[config.mk]
export PLATFORM = sky130hd
export DESIGN_NAME = pipeline_ctrl
export DESIGN_NICKNAME = d
export VERILOG_FILES = /design/src/rtl/pipeline_pkg.sv /design/src/rtl/mem_wait_fsm.sv /design/src/rtl/pipeline_ctrl.sv
export SDC_FILE = /design/constraint.sdc
export NUM_CORES = 1
export LEC_CHECK = 0
export ABC_CLOCK_PERIOD_IN_PS = 6300
export BUFFER_PORTS_ARGS = -buffer_cell sky130_fd_sc_hd__buf_2
export CAP_MARGIN = 5
export CORE_MARGIN = 5
export CORE_UTILIZATION = 51
export CTS_CLUSTER_SIZE = 12
export DETAILED_ROUTE_END_ITERATION = 12
export PLACE_DENSITY_LB_ADDON = 0.25
export SYNTH_ARGS = -nofsm -noshare
export SYNTH_HDL_FRONTEND = slang
export SYNTH_SLANG_ARGS = --single-unit
[constraint.sdc]
create_clock -name clk -period 6.3 [get_ports clk]
set_clock_uncertainty 0.05 [all_clocks]
set_input_delay 0.945 -clock clk [delete_from_list [all_inputs] [get_ports clk]]
set_output_delay 0.945 -clock clk [all_outputs]
set_load 0.1 [all_outputs]
[src/rtl/pipeline_pkg.sv]
// Shared constants for the pipeline stall/flush controller.
//   - stage indices into the stall vector (PC..WB)
//   - stall encodings, one per requesting stage (higher stage wins)
//   - memory wait FSM state encoding
package pipeline_pkg;

  localparam int unsigned STG_PC  = 0;
  localparam int unsigned STG_IF  = 1;
  localparam int unsigned STG_ID  = 2;
  localparam int unsigned STG_EX  = 3;
  localparam int unsigned STG_MEM = 4;
  localparam int unsigned STG_WB  = 5;
  localparam int unsigned NUM_STAGES = STG_WB + 1;

  localparam logic [NUM_STAGES-1:0] STALL_NONE = 6'b000000;
  localparam logic [NUM_STAGES-1:0] STALL_IF   = 6'b000011;
  localparam logic [NUM_STAGES-1:0] STALL_ID   = 6'b000111;
  localparam logic [NUM_STAGES-1:0] STALL_EX   = 6'b001111;
  localparam logic [NUM_STAGES-1:0] STALL_MEM  = 6'b011111;

  typedef enum logic {
    M_IDLE = 1'b0,
    M_WAIT = 1'b1
  } mem_state_t;

endpackage

[src/rtl/mem_wait_fsm.sv]
// Data-memory wait-state sequencer.
//   clk, rst   : clock, synchronous active-high reset
//   mem_req    : MEM stage issues an access
//   mem_ack    : memory completes the access
//   mem_stall  : hold MEM and everything upstream this cycle
//   mem_err    : one-cycle pulse when the wait exceeds MEM_TIMEOUT
module mem_wait_fsm
  import pipeline_pkg::*;
#(
  parameter int unsigned MEM_TIMEOUT = 255
) (
  input  logic clk,
  input  logic rst,
  input  logic mem_req,
  input  logic mem_ack,
  output logic mem_stall,
  output logic mem_err
);

  localparam logic [7:0] MT_LIMIT = 8'(MEM_TIMEOUT);

  mem_state_t state, state_nx;
  logic [7:0] mt, mt_nx;

  always_ff @(posedge clk) begin
    if (rst) begin
      state <= M_IDLE;
      mt    <= '0;
    end else begin
      state <= state_nx;
      mt    <= mt_nx;
    end
  end

  always_comb begin
    state_nx  = state;
    mt_nx     = mt;
    mem_stall = 1'b0;
    mem_err   = 1'b0;
    case (state)
      M_IDLE: begin
        // An access acked in the same cycle needs no wait state.
        if (mem_req && !mem_ack) begin
          mem_stall = 1'b1;
          state_nx  = M_WAIT;
          mt_nx     = 8'd1;
        end
      end
      M_WAIT: begin
        if (mem_ack) begin
          state_nx = M_IDLE;
          mt_nx    = '0;
        end else if (mt == MT_LIMIT) begin
          // Give up: release the pipeline and flag the error instead.
          mem_err  = 1'b1;
          state_nx = M_IDLE;
          mt_nx    = '0;
        end else begin
          mem_stall = 1'b1;
          mt_nx     = mt + 8'd1;
        end
      end
      default: begin
        state_nx = M_IDLE;
        mt_nx    = '0;
      end
    endcase
    if (rst) begin
      mem_stall = 1'b0;
      mem_err   = 1'b0;
    end
  end

endmodule

[src/rtl/pipeline_ctrl.sv]
// Central stall/flush controller for the six-stage pipeline.
//   clk, rst      : clock, synchronous active-high reset
//   if_stall_req  : fetch not ready
//   id_stall_req  : load-use hazard
//   ex_mc_start   : EX begins a multi-cycle op
//   mem_req/ack   : data-memory access handshake
//   branch_flush  : ID resolved a taken branch
//   stall[5:0]    : hold per stage (bit0 PC .. bit5 WB)
//   flush         : clear IF_ID this cycle
//   ex_mc_busy    : multi-cycle unit occupied
//   ex_mc_done    : final cycle of the multi-cycle op
//   mem_err       : memory timeout pulse
//   stall_cycles  : saturating count of cycles with the PC held
module pipeline_ctrl
  import pipeline_pkg::*;
#(
  parameter int unsigned MC_CYCLES   = 32,
  parameter int unsigned MEM_TIMEOUT = 255
) (
  input  logic                  clk,
  input  logic                  rst,
  input  logic                  if_stall_req,
  input  logic                  id_stall_req,
  input  logic                  ex_mc_start,
  input  logic                  mem_req,
  input  logic                  mem_ack,
  input  logic                  branch_flush,
  output logic [NUM_STAGES-1:0] stall,
  output logic                  flush,
  output logic                  ex_mc_busy,
  output logic                  ex_mc_done,
  output logic                  mem_err,
  output logic [31:0]           stall_cycles
);

  localparam logic [7:0] MC_LOAD = 8'(MC_CYCLES - 1);

  logic [7:0]  mc_cnt;
  logic        mc_idle;
  logic        mc_launch;
  logic        mem_stall;
  logic        flush_pend;
  logic [31:0] sc_q;

  mem_wait_fsm #(
    .MEM_TIMEOUT(MEM_TIMEOUT)
  ) u_mem_wait (
    .clk       (clk),
    .rst       (rst),
    .mem_req   (mem_req),
    .mem_ack   (mem_ack),
    .mem_stall (mem_stall),
    .mem_err   (mem_err)
  );

  assign mc_idle   = (mc_cnt == '0);
  assign mc_launch = ex_mc_start && mc_idle;

  // The launch cycle itself counts as busy, so the timer only needs
  // MC_CYCLES-1 further cycles.
  always_ff @(posedge clk) begin
    if (rst) begin
      mc_cnt <= '0;
    end else if (mc_launch) begin
      mc_cnt <= MC_LOAD;
    end else if (!mc_idle) begin
      mc_cnt <= mc_cnt - 8'd1;
    end
  end

  always_comb begin
    ex_mc_busy = 1'b0;
    ex_mc_done = 1'b0;
    stall      = STALL_NONE;
    flush      = 1'b0;
    if (!rst) begin
      ex_mc_busy = mc_launch || !mc_idle;
      ex_mc_done = (mc_cnt == 8'd1);
      if (mem_stall) begin
        stall = STALL_MEM;
      end else if (ex_mc_busy) begin
        stall = STALL_EX;
      end else if (id_stall_req) begin
        stall = STALL_ID;
      end else if (if_stall_req) begin
        stall = STALL_IF;
      end
      // A held ID stage cannot take the flush; keep it pending instead.
      flush = (flush_pend || branch_flush) && !stall[STG_ID];
    end
  end

  always_ff @(posedge clk) begin
    if (rst) begin
      flush_pend <= 1'b0;
    end else if (flush) begin
      flush_pend <= 1'b0;
    end else if (branch_flush) begin
      flush_pend <= 1'b1;
    end
  end

  always_ff @(posedge clk) begin
    if (rst) begin
      sc_q <= '0;
    end else if (stall[STG_PC] && (sc_q != '1)) begin
      sc_q <= sc_q + 32'd1;
    end
  end

  assign stall_cycles = rst ? '0 : sc_q;

endmodule

# [Word-level counts from Yosys, hierarchy flattened]
# Index checks and enable logic that the tools add are counted.
[classes] add_sub_neg=3 n_eq_ne=5 n_mux=25 bitwise_logic=1 reduce_logical=12
[op_table] cell="$add 32x1->32 const B" count=1
[op_table] cell="$mux 32" count=1
[op_table] cell="$ne 32x32->1 const B" count=1
[op_table] cell="$mux 8" count=3
[op_table] cell="$pmux 8 s2" count=1
[op_table] cell="$mux 5" count=3
[op_table] cell="$mux 6" count=2
[op_table] cell="$mux 1" count=11
[op_table] cell="$add 8x1->8 const B" count=1
[op_table] cell="$eq 8x1->1 const B" count=1
[op_table] cell="$eq 8x8->1 const B" count=1
[op_table] cell="$logic_not 8->1" count=1
[op_table] cell="$sub 8x1->8 const B" count=1
[op_table] cell="$logic_and 1x1->1" count=4
[op_table] cell="$mux 4" count=1
[op_table] cell="$ne 2x1->1 const B" count=2
[op_table] cell="$reduce_or 2->1" count=2
[op_table] cell="$logic_not 1->1" count=3
[op_table] cell="$mux 3" count=1
[op_table] cell="$logic_or 1x1->1" count=2
[op_table] cell="$mux 2" count=1
[op_table] cell="$pmux 1 s2" count=1
[op_table] cell="$not 1->1" count=1
[word_totals] reg_bits=50 out_inout_bits=42 wordCells=52

# [Depth between registers and ports, before layout]
[logic_depth] ltp_word=11 depth_mapped=10 ltp_nobuf=8

# [Cells and area by module]
# From an unflattened synthesis, not the netlist that was laid out.
[unflattened] cells_unflattened=347 area_unflattened_um2=2857.7
[by_module_without_submodules] module="pipeline_ctrl" n_inst=1 cells_per_inst=293 area_per_inst_um2=2398.6 seq_area_each_um2=820.8
[by_module_without_submodules] module="mem_wait_fsm" n_inst=1 cells_per_inst=54 area_per_inst_um2=459.2 seq_area_each_um2=180.2

# [Worst setup path before layout]
# No wires, ideal clock.
[synth_path] path_kind="input port to output port" from="input port ex_mc_start" to="output port flush" arrival_time_ns=4.402 t_required_ns=5.305 path_slack_ns=0.903 cell_stages=3 path_buffers=0 path_cell_list="nor4b_1 > nand2_1 > nor4_1"
[synth_via] elab_chain_cells=8
[synth_lines] element="start, declared" line="pipeline_ctrl.sv:24" text="input logic ex_mc_start,"
[synth_lines] element="$logic_and 1x1->1" line="pipeline_ctrl.sv:57" text="assign mc_launch = ex_mc_start && mc_idle;"
[synth_lines] element="$logic_or 1x1->1" line="pipeline_ctrl.sv:77" text="ex_mc_busy = mc_launch || !mc_idle;"
[synth_lines] element="$mux 4" line="pipeline_ctrl.sv:81" text="end else if (ex_mc_busy) begin"
[synth_lines] element="$mux 5" line="pipeline_ctrl.sv:79" text="if (mem_stall) begin"
[synth_lines] element="$mux 6" line="pipeline_ctrl.sv:76" text="if (!rst) begin"
[synth_lines] element="$logic_not 1->1" line="pipeline_ctrl.sv:89" text="flush = (flush_pend || branch_flush) && !stall[STG_ID];"
[synth_lines] element="$logic_and 1x1->1" line="pipeline_ctrl.sv:89"
[synth_lines] element="$mux 1" line="pipeline_ctrl.sv:76"
[synth_lines] element="end, declared" line="pipeline_ctrl.sv:29" text="output logic flush,"
# Every way passes these cells. The select of a mux whose other input is x is not followed.

# [Worst setup path in the final report]
[layout_path] from="input port ex_mc_start" to="output port stall[1]"
[layout_via] elab_chain_cells=6
[layout_lines] element="$logic_and 1x1->1" line="pipeline_ctrl.sv:57"
[layout_lines] element="$logic_or 1x1->1" line="pipeline_ctrl.sv:77"
[layout_lines] element="$mux 4" line="pipeline_ctrl.sv:81"
[layout_lines] element="$mux 5" line="pipeline_ctrl.sv:79"
[layout_lines] element="$mux 6 (2 in series)" line="pipeline_ctrl.sv:76"
[layout_lines] element="end, declared" line="pipeline_ctrl.sv:28" text="output logic [NUM_STAGES-1:0] stall,"
# Every way passes these cells. The select of a mux whose other input is x is not followed.

==> out/metrics.cfg <==
[yosys]
synthArstFlopShare_pct=0
synthCells=352
synth_fp_nets=365
yosysTopAreaCell=dfxtp_1
synth.area.top_cells=dfxtp_1 (36%), nor2b_1 (8.3%), xor2_1 (6.3%)
synth-seq-cells=50
ys_seq_area_share_pct=36.00
synth_edf_count=0
synth.avg_cell_area_sq_um=7.898
synthFlopType=dfxtp_1
yosysWarnings=0
synthDistinctLibCells=47
synth_top_area_share_pct=36.00
synth_area_sq_mm=0.002780

[finish]
drive_gt1_share_pct=18.02
antennaDiodeCount=0
layout.nets=406
final_area_sq_mm=0.003159
area_delta_synth_final_pct=13.64
n_fill_cell=488

[route]
vias_per_cell=5.489
ant_nets=0
drc=0
drt_first_iter_violations=142
wl_mm=6.136
wl_per_cell_microns=13.22
vias=2547
dr.pass1.iters=4

[placement]
portBuffers=48
place_congestion=0.8070
post_dp_cell_area_sq_mm=0.003043
hpwlAfterDp_mm=4.457

[die]
rows=26
core_area_sq_mm=0.005205
die_y_microns=83.83
start_util_pct=53.41
io_pins=50
die_w_microns=83.83
die_area_sq_mm=0.007027

[worst_setup_path]
reg2reg_depth=7
critPathCaptureType=primary output
timing.critical_path.from=ex_mc_start
worst_ep_arrival_time_ns=2.69
r2r-end=sc_q[15]
cp_common_cell=buf_2
timing.rr.start=sc_q[0]
rrSetupSlack_ns=3.31
crit_chain=buf_2 > nor4b_1 > nand3_1 > or2_2 > nor2b_1 > buf_2
worst_ep_required_time_ns=5.30
worst_path_largest_cell_delay_ns=0.49
cp_max_fo=19
startpoint_type=input pin
cp_slowest_cell=or2_2
crit_type=input pin to primary output

[min_path]
min_to=flush_pend
holdCritPathClass=register to register
min_from=flush_pend
whs_path_depth=2

[clock_tree]
post_cts_buffers=0
numCtsBuffers=5
clockRootBuffer=clkbuf_8
hold_buffers=0
cts_tree=yes
cts_buffer_depth=2
cts_resized=0
h-tree-depth=2
cts_sinks=50
clk_pin_slew_worst_paths_ns=0.10
clk_latency_ns=0.31

[timing]
setup_viol=0
tightest_slew_ns=0.6510
period_minus_slack_ns=3.686
final_max_slew_viol_count=0
finalCritPeriodShare_pct=58.50
tns_ns=0
rsz0062_at_grt=no
slew-limit-headroom_pct=56.47
clock.fmax_mhz=271.3
final-hold-violation-count=0

[grt]
overflow=0
grtUsageTotal_pct=17.71
antenna_found_initial=0
grt_pass1_wl_mm=10.65
grt_max_degree=37
grt_pass1_vias=2421

[power_and_ir_drop]
ir_worst_vdd_mv=0.1767
power.density_mw_per_mm2=271.4
leakage_nw=1.287

[flow_run]
maxCapViolCount=0

[outcome]
outcome=completed

[layout by cell type (no fill, tap or decap), types with 2 or more instances in the layout]
| cell | instances |
|---|---|
| o21ai_0 | 14 |
| nand2b_1 | 2 |
| mux2_2 | 4 |
| buf_4 | 2 |
| or4_1 | 8 |
| nor4_2 | 2 |
| and3_1 | 6 |
| ha_1 | 5 |
| nor2_1 | 46 |
| nand2_1 | 28 |
| inv_1 | 3 |
| or2_2 | 2 |
| a31oi_1 | 4 |
| nor2b_1 | 37 |
| or3_1 | 4 |
| nand3b_1 | 4 |
| a21oi_1 | 11 |
| nand4_1 | 17 |
| o21bai_1 | 2 |
| buf_2 | 48 |
| nor4_1 | 4 |
| xnor2_1 | 2 |
| dfxtp_1 | 50 |
| clkbuf_8 | 5 |
| nand3_1 | 21 |
| nor3_1 | 15 |
| and2_1 | 4 |
| a211oi_1 | 3 |
| inv_6 | 2 |
| xor2_1 | 20 |
| and4_1 | 3 |
[sequential cells by signal, summed over array words and instances (netlist names)]
| register | cells |
|---|---|
| u_mem_wait.state | 1 |
| sc_q | 32 |
| u_mem_wait.mt | 8 |
| flush_pend | 1 |
| mc_cnt | 8 |
[worst max-delay path by stage]
stage / to / slack (ns) / cells after the start
floorplan: flush / 0.90 / 3
global placement: stall[1] / 2.67 / 6
detailed placement: stall[1] / 2.63 / 6
CTS: stall[1] / 2.61 / 6
global route: stall[1] / 2.47 / 7
finish: stall[1] / 2.61 / 6
[layer usage]
| metal | share of wire (%) | global-route usage (%) |
|---|---|---|
| met5 | 0 | 0 |
| met4 | 1.4 | 5.848 |
| met3 | 4.7 | 3.159 |
| met2 | 45 | 30.01 |
| met1 | 49 | 22.64 |
[report_power, final]
group | internal, mW | total (mW) | switching [mW] | leakage, nW
clock | 0.121 | 0.237 | 0.116 | 0.0591
combinational | 0.0767 | 0.245 | 0.168 | 0.822
sequential | 0.344 | 0.375 | 0.0307 | 0.406
total | 0.542 | 0.857 | 0.315 | 1.29
[worst max-delay path, delay by kind of cell]
kind	cells	cell delay, ns
and+or+nand+nor	4	1.33
buffers and inverters	2	0.42
[cells in the mapped netlist (2+ instances only)]
master and count:
nand3b_1 4, o21ai_0 14, nor2b_1 37, ha_1 5, nor2_1 46, nand3_1 21
o21bai_1 2, buf_1 2, dfxtp_1 50, clkbuf_1 9, nand2_1 28, mux2_2 4
buf_4 3, and2_1 4, a21oi_1 11, a31oi_1 4, inv_1 3, and4_1 3
xor2_1 20, nor4_1 4, nand2b_1 2, or2_2 2, a211oi_1 3, or3_1 4
nand4_1 17, nor4_2 2, and3_1 6, or4_1 8, xnor2_1 2, nor3_1 15
[layout make-up]
class | instances | area, sq um | area share, %
Multi-Input combinational cell | 283 | 1688 | 53.43
Clock inverter | 3 | 47.55 | 1.505
Sequential cell | 50 | 1001 | 31.68
Clock buffer | 5 | 68.82 | 2.178
Inverter | 3 | 11.26 | 0.3564
Timing Repair Buffer | 50 | 255.2 | 8.079
Tap cell | 70 | 87.58 | 2.772
[kinds of logic (layout without fill, tap and decap cells)]
kind of cell / count (synthesis) / count (layout) / share of synthesized area (%)
compound gates: 39 / 39 / 8.191
xor+xnor: 22 / 22 / 6.931
fa+ha+maj: 5 / 5 / 2.250
buf+inv: 19 / 61 / 3.285
flops: 50 / 50 / 36.00
mux: 4 / 4 / 1.620
other cells: 1 / 1 / 0.1349
simple gates: 212 / 212 / 41.58
[metrics by stage]
stage	std cells	power, mW	util, %	setup slack [ns]	hold slack, ns
final	464	0.8575	60.70	2.614	0.4615
after CTS	464	0.8672	60.70	2.614	0.4662
after floorplan	352	0.5835	-	0.9029	0.4116
after detailed placement	456	0.6276	58.46	2.629	0.4469
after global routing	464	0.9048	60.70	2.470	0.4956
after global placement	456	0.6223	58.46	2.674	0.4303
Power figures use the tool's default switching activity.
